## config.mk

```make
export PLATFORM = sky130hd
export DESIGN_NAME = bus_cycle_ctrl
export DESIGN_NICKNAME = d
export VERILOG_FILES = /design/src/rtl/bus_cycle_ctrl.sv
export SDC_FILE = /design/constraint.sdc
export NUM_CORES = 1
export LEC_CHECK = 0
export BUFFER_PORTS_ARGS = -buffer_cell sky130_fd_sc_hd__clkbuf_2
export CAP_MARGIN = 5
export CORE_ASPECT_RATIO = 0.8
export CORE_MARGIN = 2
export CORE_UTILIZATION = 28
export CTS_CLUSTER_DIAMETER = 40
export DETAILED_ROUTE_END_ITERATION = 8
export GPL_TIMING_DRIVEN = 0
export SLEW_MARGIN = 20
export SYNTH_ARGS = -nofsm -noshare
export SYNTH_HDL_FRONTEND = slang
export SYNTH_SLANG_ARGS = --single-unit
```

## constraint.sdc

```tcl
create_clock -name phi1 -period 2.02 [get_ports phi1]
set_clock_uncertainty 0.1 [all_clocks]
set_input_delay 0.303 -clock phi1 [delete_from_list [all_inputs] [get_ports phi1]]
set_output_delay 0.303 -clock phi1 [all_outputs]
set_load 0.005 [all_outputs]
```

## src/rtl/bus_cycle_ctrl.sv

```systemverilog
// Bus machine-cycle controller: sequences T1/T2/TW/T3 bus states for
// opcode fetch, memory/IO read/write and interrupt acknowledge cycles,
// grants HOLD between cycles and flags excessive READY wait states.
//
// state  | meaning
// -------+-------------------------------------------------------------
// IDLE   | no cycle in progress, bus released, strobes inactive
// T1     | address phase: ALE high, A7..A0 on AD bus, status driven
// T2     | strobe asserted, READY sampled at end of state
// TW     | wait state inserted while READY is low
// T3     | strobe still asserted, read data captured on exit
// DONE   | cycle-complete slot when no new request follows T3
// HLDA_S | bus granted to external master while HOLD is high

module bus_cycle_ctrl #(
  parameter int WAIT_MAX = 8
) (
  input  logic        phi1,
  input  logic        reset,
  input  logic        cyc_req,
  input  logic [2:0]  cyc_type,
  input  logic [15:0] addr,
  input  logic [7:0]  wdata,
  input  logic        ready,
  input  logic        hold,
  input  logic [7:0]  ad_in,
  output logic [7:0]  ad_out,
  output logic        ad_oe,
  output logic [7:0]  a_hi,
  output logic        ALE,
  output logic        RDn,
  output logic        WRn,
  output logic        INTAn,
  output logic        IOMn,
  output logic        S1,
  output logic        S0,
  output logic        HLDA,
  output logic        busy,
  output logic [7:0]  rdata,
  output logic        cyc_done,
  output logic        wait_err
);

  typedef enum logic [2:0] {
    IDLE,
    T1,
    T2,
    TW,
    T3,
    DONE,
    HLDA_S
  } state_t;

  localparam logic [2:0] TYPE_OPFETCH = 3'b000;
  localparam logic [2:0] TYPE_MEMRD   = 3'b001;
  localparam logic [2:0] TYPE_MEMWR   = 3'b010;
  localparam logic [2:0] TYPE_IORD    = 3'b011;
  localparam logic [2:0] TYPE_IOWR    = 3'b100;
  localparam logic [2:0] TYPE_INTACK  = 3'b101;

  // Counter only needs to reach WAIT_MAX+1; it saturates there.
  localparam int               CNT_W     = $clog2(WAIT_MAX + 2);
  localparam logic [CNT_W-1:0] CNT_SAT   = CNT_W'(WAIT_MAX + 1);
  localparam logic [CNT_W-1:0] CNT_LIMIT = CNT_W'(WAIT_MAX);

  state_t            state_q;
  state_t            state_d;

  logic [15:0]       addr_q;
  logic [2:0]        type_q;
  logic [7:0]        wdata_q;
  logic [2:0]        status_q;
  logic [7:0]        rdata_q;
  logic              cyc_done_q;
  logic              wait_err_q;
  logic [CNT_W-1:0]  wait_cnt_q;

  logic              type_valid;
  logic              can_accept;
  logic              accept;
  logic              rd_cyc;
  logic              wr_cyc;
  logic              ia_cyc;
  logic [2:0]        status_new;

  // IOMn/S1/S0 encoding for each cycle type.
  function automatic logic [2:0] status_of(input logic [2:0] t);
    logic [2:0] s;
    s = 3'b000;
    case (t)
      TYPE_OPFETCH: s = 3'b011;
      TYPE_MEMRD:   s = 3'b010;
      TYPE_MEMWR:   s = 3'b001;
      TYPE_IORD:    s = 3'b110;
      TYPE_IOWR:    s = 3'b101;
      TYPE_INTACK:  s = 3'b111;
      default:      s = 3'b000;
    endcase
    return s;
  endfunction

  assign type_valid = (cyc_type != 3'b110) && (cyc_type != 3'b111);
  assign can_accept = (state_q == IDLE) || (state_q == DONE) || (state_q == T3);
  // HOLD wins over a pending request at every acceptance point.
  assign accept     = cyc_req && type_valid && !hold && can_accept;
  assign status_new = status_of(cyc_type);

  // Strobe selection follows the registered type, not the live input.
  assign rd_cyc = (type_q == TYPE_OPFETCH) || (type_q == TYPE_MEMRD) ||
                  (type_q == TYPE_IORD);
  assign wr_cyc = (type_q == TYPE_MEMWR) || (type_q == TYPE_IOWR);
  assign ia_cyc = (type_q == TYPE_INTACK);

  // State register.
  always_ff @(posedge phi1) begin
    if (reset) begin
      state_q <= IDLE;
    end else begin
      state_q <= state_d;
    end
  end

  // Next-state decode and per-state bus pin drive.
  always_comb begin
    state_d = state_q;
    ALE     = 1'b0;
    ad_oe   = 1'b0;
    ad_out  = 8'h00;
    RDn     = 1'b1;
    WRn     = 1'b1;
    INTAn   = 1'b1;
    HLDA    = 1'b0;
    busy    = 1'b0;
    case (state_q)
      IDLE: begin
        busy = hold;
        if (hold) begin
          state_d = HLDA_S;
        end else if (accept) begin
          state_d = T1;
        end
      end
      T1: begin
        busy    = 1'b1;
        ALE     = 1'b1;
        ad_oe   = 1'b1;
        ad_out  = addr_q[7:0];
        state_d = T2;
      end
      T2, TW: begin
        busy  = 1'b1;
        RDn   = !rd_cyc;
        WRn   = !wr_cyc;
        INTAn = !ia_cyc;
        if (wr_cyc) begin
          ad_oe  = 1'b1;
          ad_out = wdata_q;
        end
        state_d = ready ? T3 : TW;
      end
      T3: begin
        busy  = hold;
        RDn   = !rd_cyc;
        WRn   = !wr_cyc;
        INTAn = !ia_cyc;
        if (wr_cyc) begin
          ad_oe  = 1'b1;
          ad_out = wdata_q;
        end
        if (hold) begin
          state_d = HLDA_S;
        end else if (accept) begin
          state_d = T1;
        end else begin
          state_d = DONE;
        end
      end
      DONE: begin
        busy = hold;
        if (hold) begin
          state_d = HLDA_S;
        end else if (accept) begin
          state_d = T1;
        end else begin
          state_d = IDLE;
        end
      end
      HLDA_S: begin
        busy    = 1'b1;
        HLDA    = 1'b1;
        state_d = hold ? HLDA_S : IDLE;
      end
      default: begin
        state_d = IDLE;
      end
    endcase
  end

  // Capture the request on acceptance so the cycle is immune to input changes.
  always_ff @(posedge phi1) begin
    if (reset) begin
      addr_q   <= 16'h0000;
      type_q   <= 3'b000;
      wdata_q  <= 8'h00;
      status_q <= 3'b000;
    end else if (accept) begin
      addr_q   <= addr;
      type_q   <= cyc_type;
      wdata_q  <= wdata;
      status_q <= status_new;
    end
  end

  // Completion pulse and read-data capture on the edge leaving T3.
  always_ff @(posedge phi1) begin
    if (reset) begin
      cyc_done_q <= 1'b0;
      rdata_q    <= 8'h00;
    end else begin
      cyc_done_q <= (state_q == T3);
      if ((state_q == T3) && (rd_cyc || ia_cyc)) begin
        rdata_q <= ad_in;
      end
    end
  end

  // Count completed wait states; the error flag is sticky until reset.
  always_ff @(posedge phi1) begin
    if (reset) begin
      wait_cnt_q <= '0;
      wait_err_q <= 1'b0;
    end else if (state_q == TW) begin
      if (wait_cnt_q != CNT_SAT) begin
        wait_cnt_q <= wait_cnt_q + CNT_W'(1);
      end
      if (wait_cnt_q >= CNT_LIMIT) begin
        wait_err_q <= 1'b1;
      end
    end else begin
      wait_cnt_q <= '0;
    end
  end

  assign a_hi             = addr_q[15:8];
  assign {IOMn, S1, S0}   = status_q;
  assign rdata            = rdata_q;
  assign cyc_done         = cyc_done_q;
  assign wait_err         = wait_err_q;

endmodule

```

# --- Word level (Yosys, flattened, before mapping) ---
# Index checks and enable logic that the tools add are counted.
word_totals:
  wordCells: 76
  out_inout_bits: 36
  input_bits: 40
  ff_bits: 47
op_classes:
  magnitude_cmp: 1
  n_reduce_logical: 24
  add_sub_neg: 1
  muxes: 20
  eq_ne: 20
  bitwise_logic: 1
op_table:
  columns: ["cell", "n"]
  rows:
  - ["3-bit one-hot mux with 6 select lines", 2]
  - ["3-bit == test (second input constant)", 7]
  - ["3-bit 2-to-1 mux", 7]
  - ["3-bit by 2-bit == test with 1-bit output (second input constant)", 6]
  - ["8-bit one-hot mux with 2 select lines", 1]
  - ["3-bit by 1-bit == test with 1-bit output (second input constant)", 3]
  - ["3-bit logical NOT", 3]
  - ["3-bit != test (second input constant)", 3]
  - ["8-bit 2-to-1 mux", 1]
  - ["1-bit 2-to-1 mux", 7]
  - ["1-bit logical OR", 6]
  - ["3-bit OR reduction", 2]
  - ["1-bit logical AND", 5]
  - ["4-bit by 1-bit adder with 4-bit output (second input constant)", 1]
  - ["4-bit >= comparator (second input constant)", 1]
  - ["1-bit logical NOT", 4]
  - ["4-bit != test (second input constant)", 1]
  - ["1-bit one-hot mux with 2 select lines", 2]
  - ["2-bit OR reduction", 2]
  - ["4-bit OR reduction", 1]
  - ["2-bit AND reduction", 1]
  - ["1-bit inverter", 1]

# --- Depth between registers and ports, before layout ---
logic_depth:
  word_depth: 8
  ltp_mapped: 6
  ltp_nobuf: 5

# --- Worst setup path after synthesis ---
# OpenSTA, ideal clock, no wires.
synth_path:
  path_kind: "register to output"
  start: "reg state_q[0]"
  end: "out ad_out[0]"
  path_slack_ns: 0.269
  arrival_time_ns: 1.348
  path_buffers: 1
  path_stages_with_launch: 5
  t_required_ns: 1.617
  cell_sequence: "dfxtp_1 > or3b_1 > buf_2 > a211oi_4 > a22o_1"
synth_via:
  elab_chain_cells: 3
  elab_cells_between_ends: 6
  classes_between: "eq/ne: 4; mux: 1; reduce/logical: 1"
synth_rtl:
  columns: ["element", "line", "text"]
  rows:
  - ["start, declared", "66", "state_t state_q;"]
  - ["start signal, assigned", "119", "state_q <= state_d;"]
  - ["3-bit == test / 3-bit by 2-bit == test with 1-bit output (equally long branches)", "134", "case (state_q)"]
  - ["3-bit OR reduction (no line)", null, null]
  - ["8-bit one-hot mux with 2 select lines (*)", "134", null]
  - ["end, declared", "27", "output logic [7:0] ad_out,"]
# Every way passes the cells marked *; elsewhere a longest branch is shown, timed or not.

# --- Worst setup path in the final report ---
# Same ends and word-level chain as after synthesis.

==> results.toml <==
[clocking]
clk_path_buf_depth = 2
clock_latency_ns = 0.30
hold_buffers = 0
root_buffer = "clkbuf_8"
cts_made_buffers = 5
cts-htree-levels = 2
cts_tree = "built"
clkSinkCount = 47
clkTransAtPathRegs_ns = 0.08

[setup_path]
r2r-end = "wdata_q[7]"
required_ns = 1.62
crit_chain = "or3b_1 > buf_6 > a211oi_4 > buf_4 > clkbuf_16 > a22o_1 > clkbuf_2"
r2r.worst_path.cells = 5
start_kind = "flip-flop"
rr_startpoint = "state_q[1]"
cpPeakStageDelay_ns = 0.38
timing_worst_setup_path_type = "reg2out"
cp_top_family = "buffers and inverters"
slowest_stage = "or3b_1"
cp-end-kind = "output pin"
critPathMaxFanout = 5
arrival_ns = 1.87
critPathBufInv = 4
startpoint = "state_q[0]"
r2r_slack_ns = 0.19

[synthesis]
synth.largest_area_cell = "dfxtp_1"
yosysUniqueCellTypes = 39
netlist_top_cells_area = "dfxtp_1 (40%), o31ai_1 (8.9%), nand4_1 (7.7%)"
avgSynthCellArea_um2 = 8.58
synth-edff-count = 0
ys_seq_elements = 47
syn_nets = 317
syn_inst = 274
post-synth-top-area-fraction_pct = 40.0
synth_area_mm2 = 0.00235
yosysWarnings = 0
synth-main-ff-cell = "dfxtp_1"
ys_seq_area_share_pct = 40.0
async_reset_ff_share_pct = 0

[floorplanning]
dieArea_mm2 = 0.00915
initial_core_util_pct = 29.2
die_w_um = 106
rows = 29
dieHeight_um = 86.0
ios = 76
coreArea_mm2 = 0.00806

[status]
outcome = "complete, but fails checks"
violations = "setup timing"

[power_and_ir_drop]
ir_drop_mv = 0.287
power_leakage_nw = 1.23
p_per_area_mw_per_mm2 = 675
finalPower_mw = 2.04

[sta]
fin_tns_setup_ns = -2.30
final-max-slew-violation-count = 0
worst_slew_pin_slew_ns = 0.542
fmax_mhz = 440
relSlewSlack_pct = 63.8
setup_ws_ns = -0.253
rsz0062_at_grt = "yes"
fin_crit_ns = 2.27
hold_ws_ns = 0.123
finalCritPeriodShare_pct = 113
hold_viol_final = 0
finalSetupViolCount = 10

[min_path]
hold_class = "in2reg"
min_from = "ad_in[0]"
worstHoldEndpoint = "rdata[0]"
hold_path_depth = 3

[place]
pre_cts_ws_ns = -0.0366
placed_cell_area_mm2 = 0.00285
portBuffers = 72
place.gp.congestion = 0.775
dp.cells = 454
hpwl_um = 4930

[grt]
grt_antenna_before_repair = 0
grt_pass1_vias = 2159
grt_pass1_wl_um = 11000
gr-total-overflow = 0
globalRouteTotalUtil_pct = 15.1
grt_max_degree = 13

[drt]
drc = 0
viasPerCell = 5.00
drtIter0Drc = 145
antenna_left = 0
num_vias = 2331
drt_first_pass_iters = 4
drt-total-wl_um = 7000
routedWlPerCell_um = 15.0

[cells_and_area]
drive_gt1_share_pct = 32.1
diodes = 0
synthToLayoutAreaGrowth_pct = 28.5
final_util_pct = 37.5
fin_nets = 402
nFillCells = 863
stdcell_area_mm2 = 0.00302
fin_cells = 466

[run]
cap_violations = 0
layout make-up:
cell class	count	area, um^2	share of cell area (%)
Clock buffer	6	72.6	2.40
Multi-Input combinational cell	182	1210	40.1
Tap cell	108	135	4.47
Sequential cell	47	945	31.3
Inverter	6	22.5	0.746
Timing Repair Buffer	78	435	14.4
Buffer	39	200	6.63
report_power, final:
group | leakage (nW) | internal [mW] | switching (mW)
Sequential | 0.383 | 0.980 | 0.0347
Clock | 0.0371 | 0.231 | 0.301
Combinational | 0.806 | 0.200 | 0.291
cell usage after synthesis (2+ instances only):
cell      count
mux2i_1      10
buf_4         8
a22o_1        8
nand2_1      21
nand3_1       3
clkbuf_1     21
ha_1          3
o31ai_1      28
a21oi_1      32
o21ai_0       2
xnor2_1       3
a31oi_1       3
inv_1         5
buf_2         9
nor2_1        8
nor2b_1       2
dfxtp_1      47
a21bo_2       2
nand2b_1      6
nand3b_1      4
nand4_1      29
or2_2         3
worst min-delay path, cell delays in order:
cell and delay [ns]:
clkbuf_2 0.08, nand2_1 0.04, mux2i_1 0.05
per-layer routing:
| metal | vias to the layer above | GRT usage (%) | wire length (um) |
|---|---|---|---|
| met2 | 85 | 21.4 | 2860 |
| li1 | 1171 | - | - |
| met3 | 10 | 3.27 | 520 |
| met5 | - | 0 | 0 |
| met1 | 1065 | 22.9 | 3530 |
| met4 | 0 | 4.01 | 91 |
flip-flops by register name, summed over array words and instances, names as in the netlist:
register / flops
addr_q: 16
rdata: 8
wdata_q: 8
wait_cnt_q: 4
state_q: 3
status_q: 3
type_q: 3
cyc_done: 1
wait_err: 1
worst max-delay path by stage:
stage	to	slack, ns	depth (start not counted)
after detailed placement	ad_out[4]	-0.04	5
final	ad_out[0]	-0.25	7
after floorplan	ad_out[0]	0.27	4
after global placement	ad_out[4]	-0.06	5
after global routing	ad_out[3]	-0.30	7
after CTS	ad_out[4]	-0.22	6
cells in the final DEF (no fill, tap or decap), types with 2 or more instances in the layout:
| cell type | synthesis | final |
|---|---|---|
| clkbuf_1 | 21 | 19 |
| dfxtp_2 | 0 | 3 |
| clkbuf_2 | 0 | 71 |
| nand4_1 | 29 | 29 |
| a21oi_1 | 32 | 32 |
| xnor2_1 | 3 | 3 |
| o31ai_1 | 28 | 28 |
| nand3_1 | 3 | 3 |
| nor2_1 | 8 | 7 |
| clkbuf_8 | 0 | 5 |
| o21ai_0 | 2 | 2 |
| nand2b_1 | 6 | 5 |
| nand2_1 | 21 | 21 |
| a21bo_2 | 2 | 2 |
| dfxtp_1 | 47 | 44 |
| a22o_1 | 8 | 8 |
| inv_1 | 5 | 5 |
| buf_4 | 8 | 13 |
| or2_2 | 3 | 3 |
| a31oi_1 | 3 | 3 |
| mux2i_1 | 10 | 10 |
| ha_1 | 3 | 3 |
| nor2b_1 | 2 | 2 |
| nand3b_1 | 4 | 4 |
| buf_2 | 9 | 11 |
cell families after synthesis:
group / Yosys count / share of synthesized area, %
AO/OA/AOI/OAI: 86 / 25.5
XOR/XNOR: 3 / 1.12
AND/OR/NAND/NOR: 80 / 18.5
flip-flops: 47 / 40.0
buffers and inverters: 45 / 8.94
adder cells (fa/ha/maj): 3 / 1.60
multiplexers: 10 / 4.26
repair_timing:
action / 4_1_cts / 5_1_grt
cloned: 0 / 1
pin swaps: 1 / 2
setup buffers: 1 / 4
resized for setup: 6 / 12
setup endpoints to repair: 12 / 12
No activity file was read; power rests on OpenSTA's default activity.
